<file path="src/rtl/fp32_tx_pkg.sv">
`default_nettype none
// +-----------------------------------------------------------------------------+
// | Module      : fp32_tx_pkg                                                   |
// | Description : Shared types and constants for the FP32 result UART          |
// |               transmitter: FSM state encoding, frame geometry and a byte   |
// |               lane selection helper.                                        |
// | Ports       : none (package)                                                |
// | Revision    : 1.0 - initial release                                         |
// +-----------------------------------------------------------------------------+
package fp32_tx_pkg;

  typedef enum logic [1:0] {
    ST_IDLE  = 2'd0,
    ST_START = 2'd1,
    ST_DATA  = 2'd2,
    ST_STOP  = 2'd3
  } tx_state_t;

  localparam int   UART_DATA_BITS  = 8;
  localparam int   BYTES_PER_WORD  = 4;
  localparam logic UART_IDLE_LEVEL = 1'b1;

  // Byte idx is the transmission slot (0 = first byte on the line). With
  // msb_first set, slot 0 is the most significant lane of the word.
  function automatic logic [UART_DATA_BITS-1:0] select_byte(
    input logic [31:0] word,
    input logic [1:0]  idx,
    input logic        msb_first
  );
    logic [1:0] lane;
    lane = msb_first ? (2'd3 - idx) : idx;
    case (lane)
      2'd0:    return word[7:0];
      2'd1:    return word[15:8];
      2'd2:    return word[23:16];
      default: return word[31:24];
    endcase
  endfunction

endpackage
`default_nettype wire

</file>
<file path="src/rtl/uart_byte_tx.sv">
`default_nettype none
// +-----------------------------------------------------------------------------+
// | Module      : uart_byte_tx                                                  |
// | Description : 8N1 UART byte serialiser with a byte-level valid/ready input. |
// |               A new byte may be accepted on the last cycle of a stop bit,  |
// |               so consecutive frames follow with no idle gap.               |
// | Ports       : i_clk        - system clock, rising edge                     |
// |               i_rst_n      - synchronous active-low reset                  |
// |               i_data[7:0]  - byte to send                                  |
// |               i_valid      - i_data is valid                               |
// |               o_ready      - byte accepted at this edge if i_valid         |
// |               o_stop_end   - current cycle is the final stop-bit cycle     |
// |               o_tx         - registered serial line, idles high            |
// | Revision    : 1.0 - initial release                                         |
// +-----------------------------------------------------------------------------+
module uart_byte_tx
  import fp32_tx_pkg::*;
#(
  parameter int CLKS_PER_BIT = 434
) (
  input  logic                      i_clk,
  input  logic                      i_rst_n,
  input  logic [UART_DATA_BITS-1:0] i_data,
  input  logic                      i_valid,
  output logic                      o_ready,
  output logic                      o_stop_end,
  output logic                      o_tx
);

  localparam int                c_baud_w   = $clog2(CLKS_PER_BIT);
  localparam logic [c_baud_w-1:0] c_baud_max = c_baud_w'(CLKS_PER_BIT - 1);
  localparam logic [2:0]        c_last_bit = 3'(UART_DATA_BITS - 1);

  tx_state_t                 r_state;
  tx_state_t                 w_state_next;
  logic [c_baud_w-1:0]       r_baud;
  logic [c_baud_w-1:0]       w_baud_next;
  logic [2:0]                r_bit;
  logic [2:0]                w_bit_next;
  logic [UART_DATA_BITS-1:0] r_data;
  logic                      r_tx;
  logic                      w_tx_next;
  logic                      w_wrap;
  logic                      w_ready;
  logic                      w_accept;

  assign w_wrap     = (r_baud == c_baud_max);
  assign w_ready    = (r_state == ST_IDLE) || ((r_state == ST_STOP) && w_wrap);
  assign w_accept   = i_valid && w_ready;
  assign o_ready    = w_ready;
  assign o_stop_end = (r_state == ST_STOP) && w_wrap;
  assign o_tx       = r_tx;

  // State register plus the counters and line register it steers
  always_ff @(posedge i_clk) begin
    if (!i_rst_n) begin
      r_state <= ST_IDLE;
      r_baud  <= '0;
      r_bit   <= '0;
      r_data  <= '0;
      r_tx    <= UART_IDLE_LEVEL;
    end else begin
      r_state <= w_state_next;
      r_baud  <= w_baud_next;
      r_bit   <= w_bit_next;
      r_tx    <= w_tx_next;
      if (w_accept) begin
        r_data <= i_data;
      end
    end
  end

  // Next-state and counter sequencing; everything advances on baud wrap only
  always_comb begin
    w_state_next = r_state;
    w_baud_next  = r_baud;
    w_bit_next   = r_bit;
    case (r_state)
      ST_IDLE: begin
        w_baud_next = '0;
        w_bit_next  = '0;
        if (w_accept) begin
          w_state_next = ST_START;
        end
      end
      ST_START: begin
        if (w_wrap) begin
          w_baud_next  = '0;
          w_bit_next   = '0;
          w_state_next = ST_DATA;
        end else begin
          w_baud_next = r_baud + 1'b1;
        end
      end
      ST_DATA: begin
        if (w_wrap) begin
          w_baud_next = '0;
          if (r_bit == c_last_bit) begin
            w_bit_next   = '0;
            w_state_next = ST_STOP;
          end else begin
            w_bit_next = r_bit + 3'd1;
          end
        end else begin
          w_baud_next = r_baud + 1'b1;
        end
      end
      ST_STOP: begin
        if (w_wrap) begin
          w_baud_next  = '0;
          w_bit_next   = '0;
          w_state_next = w_accept ? ST_START : ST_IDLE;
        end else begin
          w_baud_next = r_baud + 1'b1;
        end
      end
      default: begin
        w_state_next = ST_IDLE;
        w_baud_next  = '0;
        w_bit_next   = '0;
      end
    endcase
  end

  // Line level is decoded from the next state so the registered TX_O changes
  // on the very edge that enters a state (start bit begins at the accept edge).
  always_comb begin
    w_tx_next = UART_IDLE_LEVEL;
    case (w_state_next)
      ST_START: w_tx_next = 1'b0;
      ST_DATA:  w_tx_next = r_data[w_bit_next];
      default:  w_tx_next = UART_IDLE_LEVEL;
    endcase
  end

endmodule
`default_nettype wire

</file>
<file path="src/rtl/fp32_result_uart_tx.sv">
`default_nettype none
// +-----------------------------------------------------------------------------+
// | Module      : fp32_result_uart_tx                                           |
// | Description : Accepts one FP32 MAC result over valid/ready and sends it as |
// |               four back-to-back UART 8N1 frames.                           |
// | Ports       : CLK_I            - system clock, rising edge                 |
// |               RSTL_I           - synchronous active-low reset              |
// |               MAC_DELTA_I[31:0]- FP32 result from the MAC                  |
// |               MAC_VALID_I      - result valid                              |
// |               MAC_READY_O      - block can accept a result                 |
// |               TX_O             - UART serial line, idles high              |
// |               TX_BUSY_O        - a word is being serialised                |
// |               DONE_O           - one-cycle pulse after final stop bit      |
// | Revision    : 1.0 - initial release                                         |
// +-----------------------------------------------------------------------------+
module fp32_result_uart_tx
  import fp32_tx_pkg::*;
#(
  parameter int CLKS_PER_BIT   = 434,
  parameter bit MSB_BYTE_FIRST = 1'b1
) (
  input  logic        CLK_I,
  input  logic        RSTL_I,
  input  logic [31:0] MAC_DELTA_I,
  input  logic        MAC_VALID_I,
  output logic        MAC_READY_O,
  output logic        TX_O,
  output logic        TX_BUSY_O,
  output logic        DONE_O
);

  localparam logic [1:0] c_last_byte = 2'(BYTES_PER_WORD - 1);

  logic [31:0]               r_hold;
  logic [1:0]                r_byte_idx;
  logic                      r_ready;
  logic                      r_busy;
  logic                      r_done;
  logic                      w_word_accept;
  logic                      w_more_bytes;
  logic                      w_byte_valid;
  logic [UART_DATA_BITS-1:0] w_byte_data;
  logic                      w_byte_ready;
  logic                      w_stop_end;
  logic                      w_tx;

  assign w_word_accept = MAC_VALID_I && r_ready;
  assign w_more_bytes  = r_busy && (r_byte_idx != c_last_byte);
  assign w_byte_valid  = w_word_accept || w_more_bytes;

  // The first byte comes straight from the input bus so its start bit can
  // begin on the accept edge; later bytes come from the holding register.
  assign w_byte_data = w_word_accept
                     ? select_byte(MAC_DELTA_I, 2'd0, MSB_BYTE_FIRST)
                     : select_byte(r_hold, r_byte_idx + 2'd1, MSB_BYTE_FIRST);

  uart_byte_tx #(
    .CLKS_PER_BIT (CLKS_PER_BIT)
  ) u_byte_tx (
    .i_clk      (CLK_I),
    .i_rst_n    (RSTL_I),
    .i_data     (w_byte_data),
    .i_valid    (w_byte_valid),
    .o_ready    (w_byte_ready),
    .o_stop_end (w_stop_end),
    .o_tx       (w_tx)
  );

  always_ff @(posedge CLK_I) begin
    if (!RSTL_I) begin
      r_hold     <= '0;
      r_byte_idx <= '0;
      r_ready    <= 1'b1;
      r_busy     <= 1'b0;
      r_done     <= 1'b0;
    end else begin
      r_done <= 1'b0;
      if (w_word_accept) begin
        r_hold     <= MAC_DELTA_I;
        r_byte_idx <= '0;
        r_ready    <= 1'b0;
        r_busy     <= 1'b1;
      end else if (r_busy) begin
        if (w_byte_valid && w_byte_ready) begin
          r_byte_idx <= r_byte_idx + 2'd1;
        end else if (w_stop_end && (r_byte_idx == c_last_byte)) begin
          r_byte_idx <= '0;
          r_ready    <= 1'b1;
          r_busy     <= 1'b0;
          r_done     <= 1'b1;
        end
      end
    end
  end

  assign MAC_READY_O = r_ready;
  assign TX_BUSY_O   = r_busy;
  assign DONE_O      = r_done;
  assign TX_O        = w_tx;

endmodule
`default_nettype wire

</file>
<file path="config.mk">
export PLATFORM = sky130hd
export DESIGN_NAME = fp32_result_uart_tx
export DESIGN_NICKNAME = d
export VERILOG_FILES = /design/src/rtl/fp32_tx_pkg.sv /design/src/rtl/uart_byte_tx.sv /design/src/rtl/fp32_result_uart_tx.sv
export SDC_FILE = /design/constraint.sdc
export NUM_CORES = 1
export LEC_CHECK = 0
export BUFFER_PORTS_ARGS = -buffer_cell sky130_fd_sc_hd__buf_2
export CAP_MARGIN = 40
export CORE_MARGIN = 3
export CORE_UTILIZATION = 35
export DETAILED_ROUTE_END_ITERATION = 8
export MAX_ROUTING_LAYER = met4
export PLACE_DENSITY = 0.55
export SYNTH_ARGS = -nofsm -noshare
export SYNTH_HDL_FRONTEND = slang
export SYNTH_SLANG_ARGS = --single-unit
</file>
<file path="constraint.sdc">
create_clock -name CLK_I -period 2.65 [get_ports CLK_I]
set_input_delay 0.3975 -clock CLK_I [delete_from_list [all_inputs] [get_ports CLK_I]]
set_output_delay 0.3975 -clock CLK_I [all_outputs]
set_load 0.01 [all_outputs]
</file>
==> impl_metrics.py, run 1 <==
metrics = {
    "run_status": {
        "run_status": "finished clean",
    },
    "power_and_ir_drop": {
        "p_per_area_mw_per_mm2": 637,
        "fin_total_pwr_mw": 2.03,
        "worst_ir_drop_vdd_v": 0.000291,
        "power.leakage_nw": 1.21,
    },
    "setup_path": {
        "crit_arrival_ns": 2.38,
        "timing.critical_path.from_type": "register",
        "required_ns": 2.91,
        "crit_fanout": 6,
        "criticalPathCategory": "register to register",
        "critPathCaptureType": "register",
    },
    "global_routing": {
        "number_of_antenna_violations_at_the_first_check_in_global_routing": 0,
        "gr-usage-all-layers_pct": 15.4,
        "vias_in_the_first_global_route": 2224,
        "grt_max_degree": 34,
        "overflow": 0,
        "grt_pass1_wl_um": 10600,
    },
    "hold_path": {
        "min-delay-path-class": "input pin to register",
    },
    "floorplan": {
        "io_pins": 39,
        "overall_die_area_sq_mm": 0.00892,
        "core_area_sq_mm": 0.00741,
        "dieWidth_um": 94.5,
        "die_h_um": 94.5,
        "floorplan.initialDensity_pct": 37.0,
        "num_rows": 31,
    },
    "yosys": {
        "seq_area_frac_synth_pct": 43.9,
        "yosys_most_used_dff": "dfxtp_1",
        "postSynthNetCount": 381,
        "synth_cell_types": 46,
        "avg_inst_size_synth_sq_um": 8.10,
        "async_reset_ff_share_pct": 0,
        "synth.yosys.warnings": 0,
        "yosys_register_bits": 60,
        "synth-edff-count": 0,
        "syn-cell-area_sq_mm": 0.00274,
        "syn-instance-count": 338,
    },
    "detailed_routing": {
        "avgViaCountPerCell": 5.03,
        "drtIter0Drc": 137,
        "route.final.wire_length_um": 6280,
        "detailroute.via_count": 2377,
        "ant_nets": 0,
        "dr.pass1.iters": 4,
        "drc_errors": 0,
        "route.detailed.wl_per_inst_um": 13.3,
    },
    "clocking": {
        "cts.reportedPaths.clkPinSlew_ns": 0.07,
        "tritoncts_clock_tree": "built",
        "hold_buf_cts": 0,
        "cts.htree.levels": 3,
        "cts_sinks": 60,
        "cts_root_buf": "clkbuf_8",
        "clock_tree.buffer_depth": 2,
        "cts_made_buffers": 9,
        "clk_latency_worst_skew_pair_ns": 0.33,
        "quantity_of_gates_resized_following_cts": 0,
        "post-cts-setup-buffer-count": 0,
    },
    "sta": {
        "timing.final.max_slew_violations": 0,
        "final.min_clock_period_ns": 2.12,
        "setup_viol_count_final": 0,
        "finalHoldWorstSlack_ns": 0.294,
        "setup_total_negative_slack_ns": 0,
        "clock.fmax_mhz": 471,
        "worst_tran_pin_value_ns": 0.564,
        "worst_clock_skew_ns": 0.00872,
        "rsz0062_at_grt": "no",
        "slew_headroom_pct": 62.3,
        "layout_setup_ws_ns": 0.527,
        "final_hold_viol_count": 0,
        "final_min_period_over_clock_period_pct": 80.1,
    },
    "layout": {
        "num-fill-cells": 773,
        "area.sequential_sq_mm": 0.00120,
        "antenna_cells": 0,
        "final_layout_size_suffix_gt1_share_pct": 18.2,
        "syn_to_final_growth_pct": 16.5,
        "final_core_utilization_pct": 43.1,
        "multiInputGateArea_sq_mm": 0.00140,
        "finalNetCount": 412,
    },
    "placement": {
        "detailed_place_hpwl_um": 4400,
        "place.gp.congestion": 0.812,
        "io_buffers": 38,
        "detailedPlace.worstSlack_ns": 0.534,
    },
    "flow_run": {
        "cap_violations": 0,
    },
}
## final timing paths
kind                 startpoint             end  slack (ns)  depth (start not counted)
max          u_byte_tx.r_bit[0]  u_byte_tx.o_tx        0.53                          8
min             MAC_DELTA_I[11]      r_hold[11]        0.29                          3
max reg2reg  u_byte_tx.r_bit[0]  u_byte_tx.o_tx        0.53                          8
min reg2reg           r_hold[6]       r_hold[6]        0.46                          2
## where the power goes
part	internal [mW]	total, mW	switching [mW]
Clock	0.483	0.842	0.359
Combinational	0.0845	0.201	0.116
Sequential	0.953	0.988	0.0349
Total	1.52	2.03	0.510
## layout make-up
type                    instances  area share [%]
clock buffers                  12            4.86
well taps                      99            3.88
clock inverters                 4            1.49
multi-input cells             247            43.9
repair buffers                 44            7.37
flip-flops and latches         60            37.6
inverters                       7           0.824
## placed cells by master (no fill, tap or decap), types with 2 or more instances in the layout
cell,synthesis,routed
dfxtp_1,60,60
mux2i_1,2,2
nor2_1,22,22
nor3_1,2,2
ha_1,8,8
a31o_2,2,2
a311oi_1,9,9
buf_4,1,6
o21ai_0,14,14
nand4bb_1,2,2
buf_2,1,38
a21oi_1,37,37
o211ai_1,4,4
inv_1,6,6
xnor2_1,2,2
nand4_1,3,3
clkinv_2,0,2
nand3_1,6,6
nor3b_1,2,2
nand2_1,90,90
a21oi_2,2,2
and3_1,2,2
a222oi_1,8,8
clkbuf_8,0,11
and2_1,6,6
xor2_1,6,6
## cells by family after synthesis
logic type                 synth area share (%)
muxes                                      1.55
xor gates and xnor gates                   2.56
adders and majority gates                  3.65
and+or+nand+nor                            24.2
DFF                                        43.9
buffers and inverters                      4.98
AOI/OAI and AO/OA                          19.2
## flip-flops by register name, indices dropped and copies added (netlist names)
signal and count:
DONE_O 1, MAC_READY_O 1, TX_BUSY_O 1, r_byte_idx 2, r_hold 32, u_byte_tx.o_tx 1
u_byte_tx.r_baud 9, u_byte_tx.r_bit 3, u_byte_tx.r_data 8, u_byte_tx.r_state 2
## metrics by stage
step,cells,area [sq um]
6_report,473,3190
2_1_floorplan,338,2740
3_5_place_dp,457,2990
4_1_cts,473,3190
3_3_place_gp,457,2990
5_1_grt,473,3190
## cell usage after synthesis (2+ instances only)
master	n	area, sq um
inv_1	6	22.5
a311oi_1	9	78.8
a21oi_1	37	185
nor2_1	22	82.6
ha_1	8	100
o21ai_0	14	70.1
and3_1	2	12.5
nor3b_1	2	15.0
xnor2_1	2	17.5
xor2_1	6	52.6
nor3_1	2	10.0
o211ai_1	4	30.0
nand2_1	90	338
nand4_1	3	18.8
a222oi_1	8	80.1
buf_1	2	7.51
nand4bb_1	2	22.5
and2_1	6	37.5
nand3_1	6	30.0
clkbuf_1	18	67.6
dfxtp_1	60	1200
a31o_2	2	17.5
a21oi_2	2	17.5
mux2i_1	2	20.0
buf_6	2	22.5
## routing by layer
layer  vias to the layer above  global-route usage, %  share of wire [%]
met5                         -                      -                  0
met4                         0                   6.49                2.0
met3                        12                   3.82                4.9
met2                        60                   21.9                 44
met1                      1066                   20.7                 49
li1                       1239                      -                  -
## critical path, cell delays in order (launching register included)
cell	delay [ns]
dfxtp_1	0.35
ha_1	0.23
ha_1	0.28
and3b_1	0.18
and3_4	0.18
or2_1	0.27
mux2i_1	0.14
mux2_2	0.28
a211oi_2	0.16
Note: power is estimated with default switching activity, not from simulation.
==> inputs of run 2 (changes only) <==
--- a/config.mk
+++ b/config.mk
@@ -5,13 +5,14 @@
 export SDC_FILE = /design/constraint.sdc
 export NUM_CORES = 1
 export LEC_CHECK = 0
+export ABC_AREA = 1
 export BUFFER_PORTS_ARGS = -buffer_cell sky130_fd_sc_hd__buf_2
 export CAP_MARGIN = 40
 export CORE_MARGIN = 3
 export CORE_UTILIZATION = 35
 export DETAILED_ROUTE_END_ITERATION = 8
 export MAX_ROUTING_LAYER = met4
-export PLACE_DENSITY = 0.55
+export PLACE_DENSITY = 0.57
 export SYNTH_ARGS = -nofsm -noshare
 export SYNTH_HDL_FRONTEND = slang
 export SYNTH_SLANG_ARGS = --single-unit
==> constraint.sdc (replaced) <==
create_clock -name CLK_I -period 1.9 [get_ports CLK_I]
set_input_delay 0.285 -clock CLK_I [delete_from_list [all_inputs] [get_ports CLK_I]]
set_output_delay 0.285 -clock CLK_I [all_outputs]
set_load 0.01 [all_outputs]
==> run 2 against run 1 <==
Critical path type unchanged. Die area up 1.7%. Largest power group unchanged. Maximum frequency up 24%. Critical endpoint is now u_byte_tx.r_data[7]. Clock skew up 0.0029 ns. Global-route usage is 0.35 points higher.
==> impl_metrics.py, run 2 <==
metrics = {
    "floorplan": {
        "core_area_sq_mm": 0.00749,
        "die_h_um": 95.2,
        "io_pins": 39,
        "dieWidth_um": 95.2,
        "overall_die_area_sq_mm": 0.00907,
        "floorplan.initialDensity_pct": 37.2,
        "num_rows": 31,
    },
    "sta": {
        "worst_tran_pin_value_ns": 0.418,
        "setup_viol_count_final": 0,
        "worst_clock_skew_ns": 0.0116,
        "slew_headroom_pct": 72.0,
        "finalHoldWorstSlack_ns": 0.185,
        "clock.fmax_mhz": 586,
        "timing.final.max_slew_violations": 0,
        "final_hold_viol_count": 0,
        "final.min_clock_period_ns": 1.71,
        "final_min_period_over_clock_period_pct": 89.9,
    },
    "setup_path": {
        "timing.critical_path.from_type": "register",
        "crit_arrival_ns": 1.98,
        "cp_cell_sequence": "inv_1 -> ha_2 -> nand2_2 -> nor2_4 -> nand2_4 -> inv_4 -> nand2_4 -> nor2_4 -> nand2_4 -> nand2_8 -> buf_4 -> o21ai_2 -> a31oi_2",
        "required_ns": 2.17,
        "critPathCaptureType": "register",
        "crit_fanout": 8,
        "worst_path_most_repeated_cell": "nand2_4",
        "slowest_stage": "dfxtp_2",
        "crit_path_max_incr_delay_ns": 0.33,
        "criticalPathCategory": "register to register",
    },
    "clocking": {
        "tritoncts_clock_tree": "built",
        "hold_buf_cts": 0,
        "cts_root_buf": "clkbuf_8",
        "clk_latency_worst_skew_pair_ns": 0.35,
        "cts_sinks": 60,
        "cts_made_buffers": 9,
        "cts.reportedPaths.clkPinSlew_ns": 0.08,
        "cts.htree.levels": 3,
        "clock_tree.buffer_depth": 2,
    },
    "flow_run": {
        "cap_violations": 0,
    },
    "power_and_ir_drop": {
        "power.leakage_nw": 1.47,
        "seq_power_share_pct": 48.0,
        "worst_ir_drop_vdd_v": 0.000441,
        "pwr-share-comb_pct": 12.3,
        "clock_power_share_pct": 39.6,
        "power_switching_mw": 0.799,
        "p_per_area_mw_per_mm2": 866,
        "sw_frac_of_total_pct": 27.4,
        "power.internal_mw": 2.12,
    },
    "layout": {
        "antenna_cells": 0,
        "final_core_utilization_pct": 44.9,
        "top_regs": "r_hold: 32 flops, u_byte_tx.r_baud: 9 flops, u_byte_tx.r_data: 8 flops",
        "num-fill-cells": 791,
        "syn_to_final_growth_pct": 20.7,
        "most_frequent_cells_in_the_layout": "nor2_1 (73), dfxtp_1 (58), nand2_1 (55)",
        "final_layout_size_suffix_gt1_share_pct": 22.4,
        "largest-register": "r_hold",
        "largest_register_ff_count": 32,
        "final_common_cell": "nor2_1",
        "finalNetCount": 472,
    },
    "yosys": {
        "yosys_register_bits": 60,
        "syn-cell-area_sq_mm": 0.00279,
        "async_reset_ff_share_pct": 0,
        "seq_area_frac_synth_pct": 43.1,
        "synth_cell_types": 32,
        "post_synth_most_frequent_cells": "nor2_1 (73), dfxtp_1 (60), nand2_1 (58)",
        "postSynthNetCount": 424,
        "syn-instance-count": 381,
        "synth.yosys.warnings": 0,
        "synth_top_area_cell": "dfxtp_1",
        "synth-edff-count": 0,
        "avg_inst_size_synth_sq_um": 7.32,
        "synth.area.top_cells": "dfxtp_1 (43%), nor2_1 (9.8%), nand2_1 (7.8%), o21ai_0 (7.2%), inv_1 (4.8%)",
        "synth_largest_type_area_fraction_pct": 43.1,
        "yosys_most_used_dff": "dfxtp_1",
        "yosysMostFrequentCell": "nor2_1",
    },
    "placement": {
        "detailed_place_hpwl_um": 4550,
        "io_buffers": 38,
        "place.gp.congestion": 0.742,
    },
    "run_status": {
        "run_status": "finished clean",
    },
    "global_routing": {
        "grt_max_degree": 36,
        "vias_in_the_first_global_route": 2461,
        "grt_pass1_wl_um": 10800,
        "number_of_antenna_violations_at_the_first_check_in_global_routing": 0,
        "overflow": 0,
        "gr-usage-all-layers_pct": 15.7,
    },
    "detailed_routing": {
        "ant_nets": 0,
        "avgViaCountPerCell": 4.68,
        "detailroute.via_count": 2494,
        "drc_errors": 0,
        "route.detailed.wl_per_inst_um": 11.6,
        "dr.pass1.iters": 4,
        "drtIter0Drc": 62,
        "route.final.wire_length_um": 6170,
    },
    "hold_path": {
        "min-delay-path-class": "input pin to register",
    },
}
run 2: cell types whose count changed in the layout (fill, tap and decap cells not counted), sizes merged, moves of 8 or more:
cell / delta
a21oi: -20
a222oi: -8
a311oi: -9
buf: +8
inv: +34
nand2: -23
nand3: +19
nor2: +54
o21ai: +29
run 2: logic make-up (layout without fill, tap and decap cells):
| group | Yosys count | in the layout | synth area share (%) |
|---|---|---|---|
| flops | 60 | 60 | 43.1 |
| simple gates | 178 | 178 | 28.4 |
| fa+ha+maj | 8 | 8 | 3.59 |
| buf+inv | 57 | 110 | 8.75 |
| compound gates | 78 | 78 | 16.2 |
run 2: worst paths after layout:
check                                         start                   to  slack, ns  depth (start not counted)
worst max-delay path            u_byte_tx.r_baud[1]  u_byte_tx.r_data[7]       0.19                         13
worst min-delay path                 MAC_DELTA_I[3]            r_hold[3]       0.18                          3
worst max register to register  u_byte_tx.r_baud[1]  u_byte_tx.r_data[7]       0.19                         13
worst min register to register  u_byte_tx.r_baud[0]  u_byte_tx.r_baud[0]       0.44                          1
run 2: repair_timing:
action	CTS	global route
resized for setup	0	12
endpoints found under the setup margin	0	9
setup buffers	0	6
run 2: power by group through the flow:
stage | Sequential (mW) | Combinational, mW | Clock (mW)
after global routing | 1.41 | 0.418 | 1.25
after floorplan | 1.42 | 0.254 | 0
after CTS | 1.40 | 0.343 | 1.20
final | 1.40 | 0.360 | 1.16
after detailed placement | 1.43 | 0.342 | 0
after global placement | 1.43 | 0.337 | 0
run 2: per-layer routing:
metal / share of wire, % / vias to the layer above / track usage (%)
met5: 0 / - / -
met3: 4.3 / 13 / 5.45
li1: - / 1330 / -
met1: 45 / 1103 / 17.7
met4: 2.1 / 0 / 5.29
met2: 48 / 48 / 26.0
run 2: cell type report:
type	count	area (sq um)	area share, %
clock inverter	6	72.6	2.16
tap	99	124	3.68
timing repair buffer	52	295	8.78
multi-input combinational	264	1380	41.0
clock buffer	10	128	3.79
inverter	42	163	4.83
sequential	60	1200	35.8
run 2: critical path, delay by kind of cell (launching register included):
kind | cells | cell delay (ns)
DFF | 1 | 0.33
AOI/OAI and AO/OA | 2 | 0.19
buffers and inverters | 3 | 0.25
and+or+nand+nor | 7 | 0.69
adders and majority gates | 1 | 0.17
run 2: metrics by stage:
| step | cell area [sq um] | TNS, ns | setup WS [ns] | cells | total power [mW] |
|---|---|---|---|---|---|
| global placement | 3080 | 0 | 0.157 | 511 | 1.77 |
| global route | 3360 | -0.0115 | -0.0115 | 533 | 3.08 |
| floorplan | 2790 | 0 | 0.281 | 381 | 1.67 |
| detailed placement | 3080 | 0 | 0.0827 | 511 | 1.77 |
| CTS | 3280 | 0 | 0.0600 | 527 | 2.94 |
| finish | 3360 | 0 | 0.193 | 533 | 2.91 |
